File: config.mk
export PLATFORM = sky130hd
export DESIGN_NAME = writeback_arbiter
export DESIGN_NICKNAME = d
export VERILOG_FILES = /design/src/rtl/writeback_arbiter.sv
export SDC_FILE = /design/constraint.sdc
export NUM_CORES = 1
export LEC_CHECK = 0
export BUFFER_PORTS_ARGS = -buffer_cell sky130_fd_sc_hd__buf_2
export CORE_MARGIN = 4
export CORE_UTILIZATION = 54
export DETAILED_ROUTE_END_ITERATION = 10
export MAX_ROUTING_LAYER = met4
export PLACE_DENSITY_LB_ADDON = 0.08
export SLEW_MARGIN = 0
export SYNTH_ARGS = -nofsm -noshare
export SYNTH_HDL_FRONTEND = slang
export SYNTH_SLANG_ARGS = --single-unit
File: constraint.sdc
create_clock -name clk -period 6.39 [get_ports clk]
set_clock_uncertainty 0.15 [all_clocks]
set_input_delay 0.639 -clock clk [delete_from_list [all_inputs] [get_ports clk]]
set_output_delay 0.639 -clock clk [all_outputs]
set_load 0.02 [all_outputs]
File: src/rtl/writeback_arbiter.sv
// ---------------------------------------------------------------------------
// writeback_arbiter
//
// Merges ALU results and load results onto the single register-file write
// port (we3/a3/wd3). There is one write per cycle, chosen by fixed priority:
//   1. ALU result (rd != 0)
//   2. head of the 2-entry load FIFO (popped)
//   3. load result that bypasses an empty FIFO
// A load that cannot be written in the cycle it is accepted goes into the
// FIFO. Results with rd == 0 are dropped. A load with rd == 0 is still
// accepted, so it is consumed without being written.
//
// Handshake (load side): a load transfers on a rising edge of clk when
// mem_valid && mem_ready are both high. mem_ready depends only on state and
// rst. It never looks at mem_valid. The ALU side has no backpressure: an
// ALU result is taken in every cycle where alu_valid is high.
//
// Ports
//   clk, rst                       clock, synchronous active-high reset
//   alu_valid, alu_rd, alu_data    ALU result
//   mem_valid, mem_rd, mem_data    load result offered
//   mem_ready                      load accepted when mem_valid && mem_ready
//   we3, a3, wd3                   registered register-file write port
//   pend_cnt                       load FIFO occupancy (0..2)
//   stall_req                      FIFO full; upstream must hold alu_valid low
//
// Optional feature, macro WB_FORWARD_EN:
//   a1, a2                         read addresses to forward for
//   fwd1_hit/fwd1_data,
//   fwd2_hit/fwd2_data             newest pending value for a1/a2.
//                                  Priority: FIFO tail, FIFO head, write port.
// ---------------------------------------------------------------------------
module writeback_arbiter (
  input  logic        clk,
  input  logic        rst,
  input  logic        alu_valid,
  input  logic [5:0]  alu_rd,
  input  logic [31:0] alu_data,
  input  logic        mem_valid,
  input  logic [5:0]  mem_rd,
  input  logic [31:0] mem_data,
  output logic        mem_ready,
  output logic        we3,
  output logic [5:0]  a3,
  output logic [31:0] wd3,
  output logic [1:0]  pend_cnt,
  output logic        stall_req
`ifdef WB_FORWARD_EN
  ,
  input  logic [5:0]  a1,
  input  logic [5:0]  a2,
  output logic        fwd1_hit,
  output logic [31:0] fwd1_data,
  output logic        fwd2_hit,
  output logic [31:0] fwd2_data
`endif
);

  // FIFO storage. There is no reset here: the contents are only meaningful
  // where r_cnt says so.
  logic [5:0]  r_fifo_rd   [2];
  logic [31:0] r_fifo_data [2];
  logic        r_head;
  logic [1:0]  r_cnt;

  logic        w_fifo_empty;
  logic        w_fifo_full;
  logic        w_alu_take;
  logic        w_mem_acc;
  logic        w_mem_keep;
  logic        w_pop;
  logic        w_bypass;
  logic        w_push;
  logic        w_push_idx;
  logic        w_we_nxt;
  logic [5:0]  w_a_nxt;
  logic [31:0] w_d_nxt;

  assign w_fifo_empty = (r_cnt == 2'd0);
  assign w_fifo_full  = (r_cnt == 2'd2);

  assign mem_ready = !w_fifo_full && !rst;
  assign stall_req = w_fifo_full && !rst;
  assign pend_cnt  = r_cnt;

  // When rst is high, mem_ready is low. So nothing is accepted, pushed or
  // bypassed. The ALU path is blocked by the reset branch of the register.
  assign w_alu_take = alu_valid && (alu_rd != 6'd0);
  assign w_mem_acc  = mem_valid && mem_ready;
  assign w_mem_keep = w_mem_acc && (mem_rd != 6'd0);

  assign w_pop    = !w_alu_take && !w_fifo_empty;
  assign w_bypass = !w_alu_take && w_fifo_empty && w_mem_keep;
  assign w_push   = w_mem_keep && !w_bypass;

  // The slot after the last valid entry. Because the FIFO has depth 2, this
  // is head + cnt mod 2. A push can only happen when cnt < 2.
  assign w_push_idx = r_head ^ r_cnt[0];

  always_comb begin
    w_we_nxt = 1'b0;
    w_a_nxt  = a3;
    w_d_nxt  = wd3;
    if (w_alu_take) begin
      w_we_nxt = 1'b1;
      w_a_nxt  = alu_rd;
      w_d_nxt  = alu_data;
    end else if (w_pop) begin
      w_we_nxt = 1'b1;
      w_a_nxt  = r_fifo_rd[r_head];
      w_d_nxt  = r_fifo_data[r_head];
    end else if (w_bypass) begin
      w_we_nxt = 1'b1;
      w_a_nxt  = mem_rd;
      w_d_nxt  = mem_data;
    end
  end

  always_ff @(posedge clk) begin
    if (rst) begin
      we3    <= 1'b0;
      a3     <= 6'd0;
      wd3    <= 32'd0;
      r_cnt  <= 2'd0;
      r_head <= 1'b0;
    end else begin
      we3 <= w_we_nxt;
      a3  <= w_a_nxt;
      wd3 <= w_d_nxt;
      if (w_pop) begin
        r_head <= ~r_head;
      end
      if (w_push && !w_pop) begin
        r_cnt <= r_cnt + 2'd1;
      end else if (w_pop && !w_push) begin
        r_cnt <= r_cnt - 2'd1;
      end
    end
  end

  always_ff @(posedge clk) begin
    if (w_push) begin
      r_fifo_rd[w_push_idx]   <= mem_rd;
      r_fifo_data[w_push_idx] <= mem_data;
    end
  end

`ifdef WB_FORWARD_EN
  // The tail is the newest entry: head when cnt == 1, and head^1 when
  // cnt == 2. Checking the tail first makes the youngest value win when
  // both entries hold the same rd.
  logic w_tail_idx;
  assign w_tail_idx = r_head ^ r_cnt[1];

  function automatic logic [32:0] fwd_lookup(input logic [5:0] addr);
    logic [32:0] res;
    res = 33'd0;
    if (addr != 6'd0) begin
      if (!w_fifo_empty && (r_fifo_rd[w_tail_idx] == addr)) begin
        res = {1'b1, r_fifo_data[w_tail_idx]};
      end else if (!w_fifo_empty && (r_fifo_rd[r_head] == addr)) begin
        res = {1'b1, r_fifo_data[r_head]};
      end else if (we3 && (a3 == addr)) begin
        res = {1'b1, wd3};
      end
    end
    return res;
  endfunction

  always_comb begin
    {fwd1_hit, fwd1_data} = fwd_lookup(a1);
    {fwd2_hit, fwd2_data} = fwd_lookup(a2);
  end
`endif

endmodule

# Word level (Yosys, flattened, before mapping)
# Memory sizes are Yosys's and may differ from the RTL's. A register that Yosys moved wholly into a read port is not among the register bits.
# Index checks and enable logic that the tools add are counted.
# totals
regBits,42
out_inout_bits,43
ramBits,76
memories,2
inputBits,80
word_cells,52
# mem_list
name,depth,width,read_ports,rd_clocked_by_memory_dff,wr,line,text
r_fifo_data,2,32,1,1,1,62,logic [31:0] r_fifo_data [2];
r_fifo_rd,2,6,1,1,1,61,logic [5:0] r_fifo_rd [2];
# op_classes
bitwise_logic,2
reduce_logical,23
eq_ne,1
n_addsub,2
n_mux,17
# ops
cell,count
2-to-1 mux 32 bit,3
2-to-1 mux 6 bit,3
nonzero test 6 bit,2
logical AND 1 bit,11
2-to-1 mux 1 bit,9
logical NOT 1 bit,7
2-to-1 mux 2 bit,2
nonzero test 3 bit,1
adder 2 x 1 -> 2 bit (second input constant),1
equality test 2 bit (second input constant),1
logical NOT 2 bit,1
nonzero test 2 bit,1
subtractor 2 x 1 -> 2 bit (second input constant),1
inverter 1 bit,1
bitwise XOR 1 bit,1

# Logic depth before layout (Yosys ltp)
# depth
word_depth,12
mapped_depth,11
mapped_depth_nobuf,8

# Worst setup path before layout
# No wires, ideal clock.
# synth_timing
path_type,in2reg
startpoint,input rst
endpoint,memory r_fifo_data[1][0] (enable)
path_buffers,3
path_slack_ns,1.214
arrival_time_ns,4.537
setup_ns,0.489
stages,7
t_required_ns,5.751
cell_sequence,clkbuf_1 -> inv_1 -> and3_1 -> clkbuf_1 -> clkbuf_1 -> nand2_1 -> nor3b_1
# synth_via
elab_chain_cells,9
# synth_lines
item,line,text
"start, declared",35,"input logic rst,"
logical NOT 1 bit *,82,assign mem_ready = !w_fifo_full && !rst;
logical AND 1 bit *,82,
logical AND 1 bit *,89,assign w_mem_acc = mem_valid && mem_ready;
logical AND 1 bit *,90,assign w_mem_keep = w_mem_acc && (mem_rd != 6'd0);
logical AND 1 bit,93,assign w_bypass = !w_alu_take && w_fifo_empty && w_mem_keep;
logical NOT 1 bit,94,assign w_push = w_mem_keep && !w_bypass;
logical AND 1 bit *,94,
2-to-1 mux 1 bit *,142,if (w_push) begin
2-to-1 mux 1 bit (not written as such) *,144,r_fifo_data[w_push_idx] <= mem_data;
"end, declared",62,
# Mark *: on every way between the ends. The rest lies on a longest branch, timed or not.

# Final worst setup path
# layout_timing
startpoint,register r_cnt[0] (netlist: pend_cnt[0])
endpoint,memory r_fifo_data[1][22] (enable)
# layout_via
elab_chain_cells,10
word_cells_on_any_way,13
cone_classes,eq/ne: 1; mux: 2; bitwise: 1; reduce/logical: 9
# layout_lines
item,line,text
"start, declared",64,logic [1:0] r_cnt;
"start signal, assigned",134,r_cnt <= r_cnt + 2'd1;
"start signal, assigned",136,r_cnt <= r_cnt - 2'd1;
equality test 2 bit,80,assign w_fifo_full = (r_cnt == 2'd2);
logical NOT 1 bit,82,
logical AND 1 bit,82,
logical AND 1 bit,89,
logical AND 1 bit,90,
logical AND 1 bit,93,
logical NOT 1 bit,94,
logical AND 1 bit,94,
2-to-1 mux 1 bit,142,
2-to-1 mux 1 bit (not written as such),144,
# Parallel ways exist; a longest one is shown, timed or not.

==> run summary <==
Post-synthesis register bit count - 119
Worst Setup Start Kind - flop
DIE WIDTH - 106 um
DR vias - 3,885
Async SR Flop Fraction - 0%
Worst Setup EP - r_fifo_data[1][22]
CTS tree - done
CP required - 6.40 ns
P&R area growth vs syn - 23.2%
Post-synth EDFFs - 76
P per Cell Area - 434 nW/um^2
GRT Residual Overflow - 0
I/O pin cnt - 123
Largest net degree at the start of global routing - 56
Max clock buf depth - 2
# port buffers - 122
Worst hold-check path type - input port to flop
Post-CTS Hold Fix Bufs - 0
Total wire length - 11,900 um
Via density - 5.76
Worst IR Drop VDD - 355 uV
Post-Syn Area - 5180 um^2
Commonest cells in the synthesized netlist - edfxtp_1, nand2_1, dfxtp_1
Reg-to-Reg Start - pend_cnt[0]
Fillers - 722
Most common cell in the synthesized netlist - edfxtp_1
Met3 Usage GRT - 6.07%
Starting Density - 55.8%
Row Count - 35
Path type of the worst setup path - flop to flop
Drt first pass iters - 4
Reg2reg end - r_fifo_data[1][22]
Slew @ Worst Pin - 1.20 ns
Met1 Usage GRT - 27.6%
Post-DP HPWL - 7630 um
Status - completed
Die Y - 106 um
Clock sink total - 119
Fin worst setup slack - 2.77 ns
Vias in the first global route - 3,805
Clock Tree Root - clkbuf_8
Final TNS setup - 0 ns
Final Setup Violations - 0
Placement Setup Slack - 2.22 ns
Flop2flop setup slack - 2.77 ns
Routed Antenna Nets - 0
Worst-skew pair later-pin latency - 0.51 ns
Global Route Usage Sum - 22.5%
Synth cell types - 36
Register area - 3140 um^2
Initial antenna violation count - 0
Clk slew on worst S/H paths - 0.06 ns
Global route hottest layer - met2
Most used DFF post-synth - edfxtp_1
Met2 Use GR - 36.9%
Seq/Total Area, Yosys - 60.6%
Highest fanout seen on the critical path - 30
Die Area - 11,200 um^2
Fmax - 276 MHz
DR iter-0 viols - 183
Worst slew margin - 19.7%
Layout cells sized above 1 - 31.9%
Clock period minus worst slack - 3.62 ns
Synth warn - 0
Final hold violation count - 0
Syn avg cell area - 12.3 um^2
Multi-input gate area - 1830 um^2
Final worst-path cycle share - 56.7%
WL per Instance - 17.7 um
First-pass GRT wire length - 19,200 um
CTS buffer count - 17
Cell taking the most area after synthesis - edfxtp_1
Post_cts resized - 0
# diodes - 0
Final GP Congestion - 0.830
Postcts setup bufs - 0
Worst Path Arrival - 3.63 ns
Final nets - 613
Area share of the largest cell type after synthesis - 44.0%
Worst Setup End Kind - flop
Cell depth of the worst flop-to-flop path - 5
RSZ-0062 raised after global routing - false
Syn Nets - 504
Htree depth - 4
Critical path origin - pend_cnt[0]
Hold slack - 0.179 ns
Total power - 2.77 mW
Leak - 2.37 nW
Drt drc - 0
Max Cap Viol - 0
Mapped Cells - 423
Top cells by area, synth - edfxtp_1, dfxtp_1, mux2i_1, a311oi_1, nand2_1
Core ar. - 9280 um^2
Max Slew Vio Count - 0
## cell usage in the layout, fill, tap and decap left out, drive strengths merged
master,synthesis,routed
a211oi,25,25
a21o,1,1
a21oi,5,5
a221oi,13,13
a311oi,25,25
a32oi,4,4
and2,1,1
and3,2,2
buf,11,129
bufinv,0,1
clkbuf,28,23
clkinv,0,4
clkinvlp,0,4
dfxtp,43,43
edfxtp,76,76
ha,1,1
inv,14,14
mux2,4,4
mux2i,41,41
nand2,54,54
nand2b,1,1
nand3,2,2
nor2,15,15
nor3,2,2
nor3b,1,1
nor4,2,2
o211ai,25,25
o21ai,3,3
o31a,3,3
o31ai,14,14
or2,1,1
or3,2,2
or4,1,1
xor2,3,3
## per-stage QoR
stage	std cells	cell area [um^2]	util (%)
floorplan	423	5180	-
global placement	642	5850	63.0
detailed placement	642	5850	63.0
CTS	674	6390	68.8
global route	674	6390	68.8
finish	674	6390	68.8
## routing by layer
layer | part of all wire [%] | up-vias
met5 | 0 | -
met4 | 0.81 | 0
met3 | 6.5 | 7
met2 | 49 | 131
met1 | 43 | 1876
li1 | - | 1871
## cell families after synthesis
family	share of synthesized area, %
AOI/OAI and AO/OA	18.6
xor gates and xnor gates	0.507
adders and majority gates	0.241
buffers and inverters	4.46
DFF	60.6
muxes	8.78
and+or+nand+nor	6.83
## power breakdown
part	internal, mW	switching, mW
registers	0.988	0.108
logic	0.308	0.519
clock network	0.532	0.316
total	1.83	0.943
## how the worst min path moves through the flow
| stage | slack [ns] | from | cells past startpoint | endpoint |
|---|---|---|---|---|
| 2_1_floorplan | 0.35 | r_head | 2 | flop |
| 3_3_place_gp | 0.30 | wd3[18] | 2 | wd3[18] |
| 3_5_place_dp | 0.30 | wd3[18] | 2 | wd3[18] |
| 4_1_cts | 0.16 | mem_data[25] | 1 | r_fifo_data[1][25] |
| 5_1_grt | 0.16 | mem_data[1] | 1 | r_fifo_data[0][1] |
| 6_report | 0.18 | mem_data[0] | 1 | r_fifo_data[0][0] |
## state kept, by name (all words and copies together) (netlist names), named ones only
| signal | flops |
|---|---|
| r_fifo_rd | 12 |
| a3 | 6 |
| r_head | 1 |
| r_fifo_data | 64 |
| we3 | 1 |
| pend_cnt | 2 |
| wd3 | 32 |
## final cells by class
cell class / instances / share of cell area, %
Clock buffer: 23 / 7.15
Multi-Input combinational cell: 251 / 28.6
Timing Repair Buffer: 129 / 10.4
Tap cell: 129 / 2.53
Sequential cell: 119 / 49.2
Clock inverter: 9 / 1.25
Inverter: 14 / 0.823
## critical path, stage by stage, from the launching register on
cell,delay [ns]
dfxtp_1,0.51
nand2b_1,0.23
and3_1,0.95
nand2_1,0.26
nor3b_2,0.63
buf_4,0.50
(Power assumes the default switching activity.)
